[config.mk]
export PLATFORM = sky130hd
export DESIGN_NAME = inst_queue
export DESIGN_NICKNAME = d
export VERILOG_FILES = /design/src/rtl/inst_queue_pkg.sv /design/src/rtl/inst_queue_ram.sv /design/src/rtl/inst_queue.sv
export SDC_FILE = /design/constraint.sdc
export NUM_CORES = 1
export LEC_CHECK = 0
export CAP_MARGIN = 20
export CORE_ASPECT_RATIO = 0.5
export CORE_MARGIN = 2
export CORE_UTILIZATION = 59
export CTS_BUF_LIST = sky130_fd_sc_hd__clkbuf_4 sky130_fd_sc_hd__clkbuf_8 sky130_fd_sc_hd__clkbuf_16
export CTS_CLUSTER_SIZE = 24
export DETAILED_ROUTE_END_ITERATION = 12
export PLACE_DENSITY = 0.8
export SETUP_SLACK_MARGIN = 0.2
export SYNTH_ARGS = -nofsm -noshare
export SYNTH_HDL_FRONTEND = slang
export SYNTH_SLANG_ARGS = --single-unit
[constraint.sdc]
create_clock -name clk -period 8.96 [get_ports clk]
set_clock_uncertainty 0.2 [all_clocks]
set_input_delay 0.896 -clock clk [delete_from_list [all_inputs] [get_ports clk]]
set_output_delay 0.896 -clock clk [all_outputs]
set_load 0.05 [all_outputs]
[src/rtl/inst_queue_pkg.sv]
//============================================================================
// Module  : inst_queue_pkg
// Brief   : Shared issue-mode/flush encodings and entry layout for inst_queue.
// Revision: 1.0 - initial release
//============================================================================
`default_nettype none

package inst_queue_pkg;

  localparam logic SINGLE_ISSUE = 1'b0;
  localparam logic DUAL_ISSUE   = 1'b1;
  localparam logic FLUSH        = 1'b1;
  localparam logic RST_ENABLE   = 1'b1;

  localparam int INST_BUS_W      = 32;
  localparam int INST_ADDR_BUS_W = 32;
  localparam int INST_QUEUE_ENTRY_W = 1 + INST_ADDR_BUS_W + INST_BUS_W;

  typedef struct packed {
    logic                       dslot;
    logic [INST_ADDR_BUS_W-1:0] pc;
    logic [INST_BUS_W-1:0]      inst;
  } iq_entry_t;

  function automatic iq_entry_t mask_entry(input iq_entry_t e, input logic v);
    return v ? e : '0;
  endfunction

endpackage

`default_nettype wire

[src/rtl/inst_queue_ram.sv]
//============================================================================
// Module  : inst_queue_ram
// Brief   : DEPTH x 65 entry array, two write ports, two async read ports.
// Revision: 1.0 - initial release
//============================================================================
`default_nettype none

module inst_queue_ram
  import inst_queue_pkg::*;
#(
  parameter  int DEPTH = 8,
  localparam int PTR_W = $clog2(DEPTH)
) (
  input  logic             clk,
  input  logic             we1,
  input  logic [PTR_W-1:0] waddr1,
  input  iq_entry_t        wdata1,
  input  logic             we2,
  input  logic [PTR_W-1:0] waddr2,
  input  iq_entry_t        wdata2,
  input  logic [PTR_W-1:0] raddr1,
  output iq_entry_t        rdata1,
  input  logic [PTR_W-1:0] raddr2,
  output iq_entry_t        rdata2
);

  iq_entry_t mem_q [DEPTH];

  // The two write addresses are always distinct (tail and tail+1).
  always_ff @(posedge clk) begin
    if (we1) mem_q[waddr1] <= wdata1;
    if (we2) mem_q[waddr2] <= wdata2;
  end

  assign rdata1 = mem_q[raddr1];
  assign rdata2 = mem_q[raddr2];

endmodule

`default_nettype wire

[src/rtl/inst_queue.sv]
//============================================================================
// Module  : inst_queue
// Brief   : Fetch-to-issue instruction FIFO, 0-2 pushes and 0-2 pops per
//           cycle, single-cycle flush. INST_QUEUE_STATS_EN adds a stall counter.
// Revision: 1.0 - initial release
//============================================================================
`default_nettype none

module inst_queue
  import inst_queue_pkg::*;
#(
  parameter  int DEPTH = 8,
  localparam int PTR_W = $clog2(DEPTH)
) (
  input  logic              clk,
  input  logic              rst,
  input  logic              flush,
  input  logic              push_valid1,
  input  logic              push_valid2,
  input  logic [31:0]       push_inst1,
  input  logic [31:0]       push_inst2,
  input  logic [31:0]       push_pc1,
  input  logic [31:0]       push_pc2,
  input  logic              push_dslot1,
  input  logic              push_dslot2,
  output logic              full_o,
  input  logic              pop_req,
  input  logic              pop_mode,
  output logic              valid1_o,
  output logic              valid2_o,
  output logic [31:0]       inst1_o,
  output logic [31:0]       inst2_o,
  output logic [31:0]       pc1_o,
  output logic [31:0]       pc2_o,
  output logic              dslot1_o,
  output logic              dslot2_o,
`ifdef INST_QUEUE_STATS_EN
  output logic [31:0]       stall_cycles_o,
`endif
  output logic [PTR_W:0]    count_o
);

  localparam logic [PTR_W:0] CNT_ONE      = (PTR_W+1)'(1);
  localparam logic [PTR_W:0] CNT_TWO      = (PTR_W+1)'(2);
  localparam logic [PTR_W:0] CNT_FULL_LIM = (PTR_W+1)'(DEPTH-2);
  localparam logic [PTR_W:0] CNT_MAX      = (PTR_W+1)'(DEPTH);

  logic [PTR_W-1:0] head_q, head_d;
  logic [PTR_W-1:0] tail_q, tail_d;
  logic [PTR_W:0]   count_q, count_d;

  logic       full;
  logic       push_ok;
  logic [1:0] push_n;
  logic [1:0] pop_n;
  iq_entry_t  wdata1, wdata2, rdata1, rdata2;

  always_comb begin
    full    = (count_q > CNT_FULL_LIM);
    // A lone slot-2 push is illegal and ignored.
    push_ok = push_valid1 && !full && (flush != FLUSH);
    push_n  = push_ok ? (push_valid2 ? 2'd2 : 2'd1) : 2'd0;

    pop_n = 2'd0;
    if (pop_req && (flush != FLUSH)) begin
      if ((pop_mode == DUAL_ISSUE) && (count_q >= CNT_TWO)) pop_n = 2'd2;
      else if (count_q >= CNT_ONE)                          pop_n = 2'd1;
    end

    head_d  = head_q + PTR_W'(pop_n);
    tail_d  = tail_q + PTR_W'(push_n);
    count_d = count_q + (PTR_W+1)'(push_n) - (PTR_W+1)'(pop_n);

    if (flush == FLUSH) begin
      head_d  = '0;
      tail_d  = '0;
      count_d = '0;
    end
  end

  always_ff @(posedge clk) begin
    if (rst == RST_ENABLE) begin
      head_q  <= '0;
      tail_q  <= '0;
      count_q <= '0;
    end else begin
      head_q  <= head_d;
      tail_q  <= tail_d;
      count_q <= count_d;
    end
  end

  assign wdata1 = '{dslot: push_dslot1, pc: push_pc1, inst: push_inst1};
  assign wdata2 = '{dslot: push_dslot2, pc: push_pc2, inst: push_inst2};

  inst_queue_ram #(.DEPTH(DEPTH)) u_ram (
    .clk    (clk),
    .we1    (push_ok),
    .waddr1 (tail_q),
    .wdata1 (wdata1),
    .we2    (push_ok && push_valid2),
    .waddr2 (tail_q + PTR_W'(1)),
    .wdata2 (wdata2),
    .raddr1 (head_q),
    .rdata1 (rdata1),
    .raddr2 (head_q + PTR_W'(1)),
    .rdata2 (rdata2)
  );

  iq_entry_t out1, out2;

  always_comb begin
    valid1_o = (count_q >= CNT_ONE);
    valid2_o = (count_q >= CNT_TWO);
    out1     = mask_entry(rdata1, valid1_o);
    out2     = mask_entry(rdata2, valid2_o);
  end

  assign inst1_o  = out1.inst;
  assign pc1_o    = out1.pc;
  assign dslot1_o = out1.dslot;
  assign inst2_o  = out2.inst;
  assign pc2_o    = out2.pc;
  assign dslot2_o = out2.dslot;
  assign full_o   = full;
  assign count_o  = count_q;

`ifdef INST_QUEUE_STATS_EN
  logic [31:0] stall_cycles_q, stall_cycles_d;

  // Saturating; only reset clears it, flush leaves it alone.
  always_comb begin
    stall_cycles_d = stall_cycles_q;
    if (push_valid1 && full && (stall_cycles_q != 32'hFFFF_FFFF))
      stall_cycles_d = stall_cycles_q + 32'd1;
  end

  always_ff @(posedge clk) begin
    if (rst == RST_ENABLE) stall_cycles_q <= '0;
    else                   stall_cycles_q <= stall_cycles_d;
  end

  assign stall_cycles_o = stall_cycles_q;
`endif

  a_count_max: assert property (@(posedge clk) disable iff (rst) count_q <= CNT_MAX);

endmodule

`default_nettype wire

# == After elaboration in Yosys (flattened, before gate mapping) ==
# Memory sizes are Yosys's and may differ from the RTL's. A register that Yosys moved wholly into a read port is not among the register bits.
# Cells that the tools add are included.
# totals
regBits,10
mem_bits_rw,520
in_bits,137
out_inout_bits,137
elab_cells,33
n_memories,1
# classes
addsub,6
order_cmp,3
muxes,12
n_bitwise,1
reduce_logical,7
# memory_table
memory,depth,width,rd,rd_clocked_by_memory_dff,wr,line_no,rtl
u_ram.mem_q,8,65,2,1,2,inst_queue_ram.sv:27,iq_entry_t mem_q [DEPTH];
# ops
op,n
$mux 65,2
$mux 2,4
$add 3x1->3 const B,2
$add 3x2->3,2
$logic_and 1x1->1,5
$mux 1,5
$add 4x2->4,1
$ge 4x1->1 const B,1
$ge 4x2->1 const B,1
$gt 4x3->1 const B,1
$sub 4x2->4,1
$mux 3,1
$reduce_or 2->1,1
$logic_not 1->1,1
$not 1->1,1

# == Longest topological paths before layout ==
# depth
word_depth,7
mapped_depth,14
depth_no_buf,13

# == Cells and area by module ==
# Synthesis repeated with hierarchy kept, for this count alone.
# unflattened
hier_cells,1800
area_unflattened_um2,31371.3
# modules_own_cells
mod,instances,cells_per_inst,area_per_inst_um2,seq_area_each_um2
inst_queue_ram,1,1580,29762.3,15615.0
inst_queue,1,220,1609.0,200.2

# == Worst setup path after synthesis ==
# Ideal clock, no wire load.
# synth_timing
path_type,reg2reg
startpoint,"reg count_q[3], in the netlist count_o[3]"
endpoint,mem u_ram.mem_q[1][0] in the netlist's numbering (enable)
setup_ns,0.585
arrival_ns,6.967
required_ns,8.175
setup_slack_ns,1.208
stages_incl_launch_ff,8
path_buffers,1
period_less_slack_ns,7.752
path_cell_list,dfxtp_1 inv_1 ha_1 and3_1 a21o_1 or3_1 clkbuf_1 a211oi_1
# synth_rtl
element,line_no,rtl
start: declaration,inst_queue.sv:50,"logic [PTR_W:0] count_q, count_d;"
start signal: assignment,inst_queue.sv:89,count_q <= count_d;
end: declaration,inst_queue_ram.sv:27,

==> results.cfg <==
[status]
run_status = finished, final reports clean

[setup_path]
crit_type = reg2out
start_kind = flip-flop
critPathLaunch = head_q[0]$_SDFF_PP0_
element_type_at_the_critical_path_end = primary output
worst_ep_arrival_time_ns = 5.02
crit_required_ns = 7.86
worstReg2RegStart = count_o[3]$_SDFF_PP0_
critical_path_peak_fanout = 147
setup.reg_to_reg.worst_slack_ns = 4.76

[logic_synthesis]
post_synth_inst_count = 1903
ys_types = 38
synth-warning-count = 0
synth_fp_nets = 2055
yosys-top-cells-count = sky130_fd_sc_hd__edfxtp_1, sky130_fd_sc_hd__mux2_2, sky130_fd_sc_hd__mux4_2
post-synth-top-area-cell = sky130_fd_sc_hd__edfxtp_1
count_of_flip_flops_with_a_built_in_enable_after_synthesis = 520
synth.area.top_cells = sky130_fd_sc_hd__edfxtp_1, sky130_fd_sc_hd__mux2_2, sky130_fd_sc_hd__mux4_2, sky130_fd_sc_hd__mux2i_1, sky130_fd_sc_hd__nand2_1
synth-main-ff-cell = sky130_fd_sc_hd__edfxtp_1
synth.cell_area_um2 = 31000
register_area_share_after_synthesis_pct = 51.1
synth-seq-cells = 530
netlist.area_leader.share_pct = 50.4
async_reset_ff_share_pct = 0
avgSynthCellArea_um2 = 16.3

[sta]
final_period_minus_worst_setup_slack_ns = 6.12
whs_ns = 0.510
timing_hold_violations_final = 0
worst_slew_margin_rel_pct = 20.8
fmax_mhz = 163
drv_slew = 0
setup_viol = 0
layout_worst_path_cycle_share_pct = 68.3
max_slew.worst_pin.slew_ns = 1.19
setup_total_negative_slack_ns = 0
unrepaired_setup_endpoints_after_global_routing = false

[pwr]
totalPowerFinal_mw = 6.84
vdd.ir_drop.worst_mv = 0.127
p_leak_nw = 11.2
cellPowerDensity_nw_per_um2 = 192

[drt]
drt-wirelength-per-cell_um = 29.0
drt-vias-per-instance = 6.74
route.layer.met1.wl_mm = 32.3
vias = 19200
drc_violations = 0
routed-wl-met3_mm = 6.12
drt_first_pass_iters = 5
antenna_left = 0
drt_iter0_markers = 2146
routed-wl-met2_mm = 42.3
uppermost_layer_routed = met4
finalWirelength_mm = 82.7

[final_layout]
nNetsFinal = 2255
final_layout_size_suffix_gt1_share_pct = 42.6
area_growth_syn_to_layout_pct = 15.3
utilization_pct = 68.8
final_cells = 2851

[floorplanning]
chipWidth_um = 328
num_rows = 59
start_util_pct = 59.6
chipHeight_um = 166
dieArea_um2 = 54400
design.portCount = 274
core_area_um2 = 51900

[clock_tree]
tritoncts.num_buffers = 49
clk_path_buf_depth = 3
ctsHtreeMaxLevel = 2
cts_root_buf = sky130_fd_sc_hd__clkbuf_16
cts_repair_resize_count = 0
clock_insertion_delay_worst_skew_ns = 0.57
postCtsSetupBuffers = 0
cts.sink_count = 530
clk_pin_slew_ns = 0.07
cts_tree = yes
holdBufCountCts = 0

[place]
dpl.cell_count = 2753
placement.io_buffers = 273
dpl_wire_length_mm = 45.7
gp_routability_congestion = 0.786

[flow_run]
drv.max_cap_violation_count = 0

[grt]
track_usage_pct = 30.4
grt_first_pass_wirelength_mm = 123
first_global_vias = 19800
grt_max_degree = 148
antenna_found_initial = 11
grt_overflow = 0

[hold_path]
hp-start = count_o[0]$_SDFF_PP0_
hold_path.class = reg2reg
[metal layers]
metal | GRT usage (%) | vias to the layer above
met4 | 8.74 | 0
met3 | 4.22 | 126
li1 | - | 8086
met1 | 41.3 | 10100
met2 | 51.7 | 900
met5 | 0 | -
[kinds of logic after synthesis]
group | Yosys count | synth area share (%)
compound gates | 84 | 1.54
buf+inv | 174 | 3.25
flops | 530 | 51.1
mux | 845 | 39.9
xor+xnor | 8 | 0.226
fa+ha+maj | 15 | 0.703
simple gates | 247 | 3.25
[final timing paths]
path,cells after the start,endpoint
setup / recovery,6,pc1_o[31]
hold reg to reg,2,count_o[0]$_SDFF_PP0_
hold / removal,2,count_o[0]$_SDFF_PP0_
setup reg to reg,7,u_ram.mem_q[2][51]$_DFFE_PP_
[power breakdown]
part	total [mW]	switching, mW	internal, mW
Combinational	2.00	1.28	0.715
Sequential	2.82	0.0381	2.79
Clock	2.02	0.917	1.10
[area by class of cell]
class	count	area, µm²
Clock buffer	64	1370
Antenna cell	13	32.5
Inverter	16	60.1
Timing Repair Buffer	307	3030
Fill cell	3463	16200
Sequential cell	530	15800
Clock inverter	21	121
Tap cell	701	877
Multi-Input combinational cell	1199	14400
[layout by cell type (no fill, tap or decap), types with 31 or more instances in the layout]
| master | Yosys | final |
|---|---|---|
| sky130_fd_sc_hd__mux2i_1 | 65 | 65 |
| sky130_fd_sc_hd__nor2_1 | 85 | 81 |
| sky130_fd_sc_hd__mux2_2 | 520 | 520 |
| sky130_fd_sc_hd__clkdlybuf4s50_1 | 0 | 273 |
| sky130_fd_sc_hd__clkbuf_16 | 0 | 51 |
| sky130_fd_sc_hd__a21oi_1 | 70 | 70 |
| sky130_fd_sc_hd__edfxtp_1 | 520 | 520 |
| sky130_fd_sc_hd__nand2_1 | 133 | 133 |
| sky130_fd_sc_hd__mux4_2 | 260 | 260 |
| sky130_fd_sc_hd__buf_4 | 0 | 31 |
[flip-flops by register name, indices dropped and copies added, names as in the netlist]
register and flops:
tail_q 3, head_q 3, u_ram.mem_q 520, count_o 4
[stage by stage]
stage	setup slack (ns)	instance area [µm²]
3_3_place_gp	3.52	34100
4_1_cts	2.83	35600
5_1_grt	2.55	35700
2_1_floorplan	1.21	31000
6_report	2.84	35700
3_5_place_dp	3.45	34200
[worst max-delay path, cell delays in order, from the launching register on]
cell,delay (ns)
sky130_fd_sc_hd__dfxtp_4,0.90
sky130_fd_sc_hd__buf_12,0.77
sky130_fd_sc_hd__buf_4,0.94
sky130_fd_sc_hd__mux4_2,0.60
sky130_fd_sc_hd__mux2i_1,0.15
sky130_fd_sc_hd__nor2_1,0.11
sky130_fd_sc_hd__clkdlybuf4s50_1,0.74
Power figures use the tool's default switching activity.
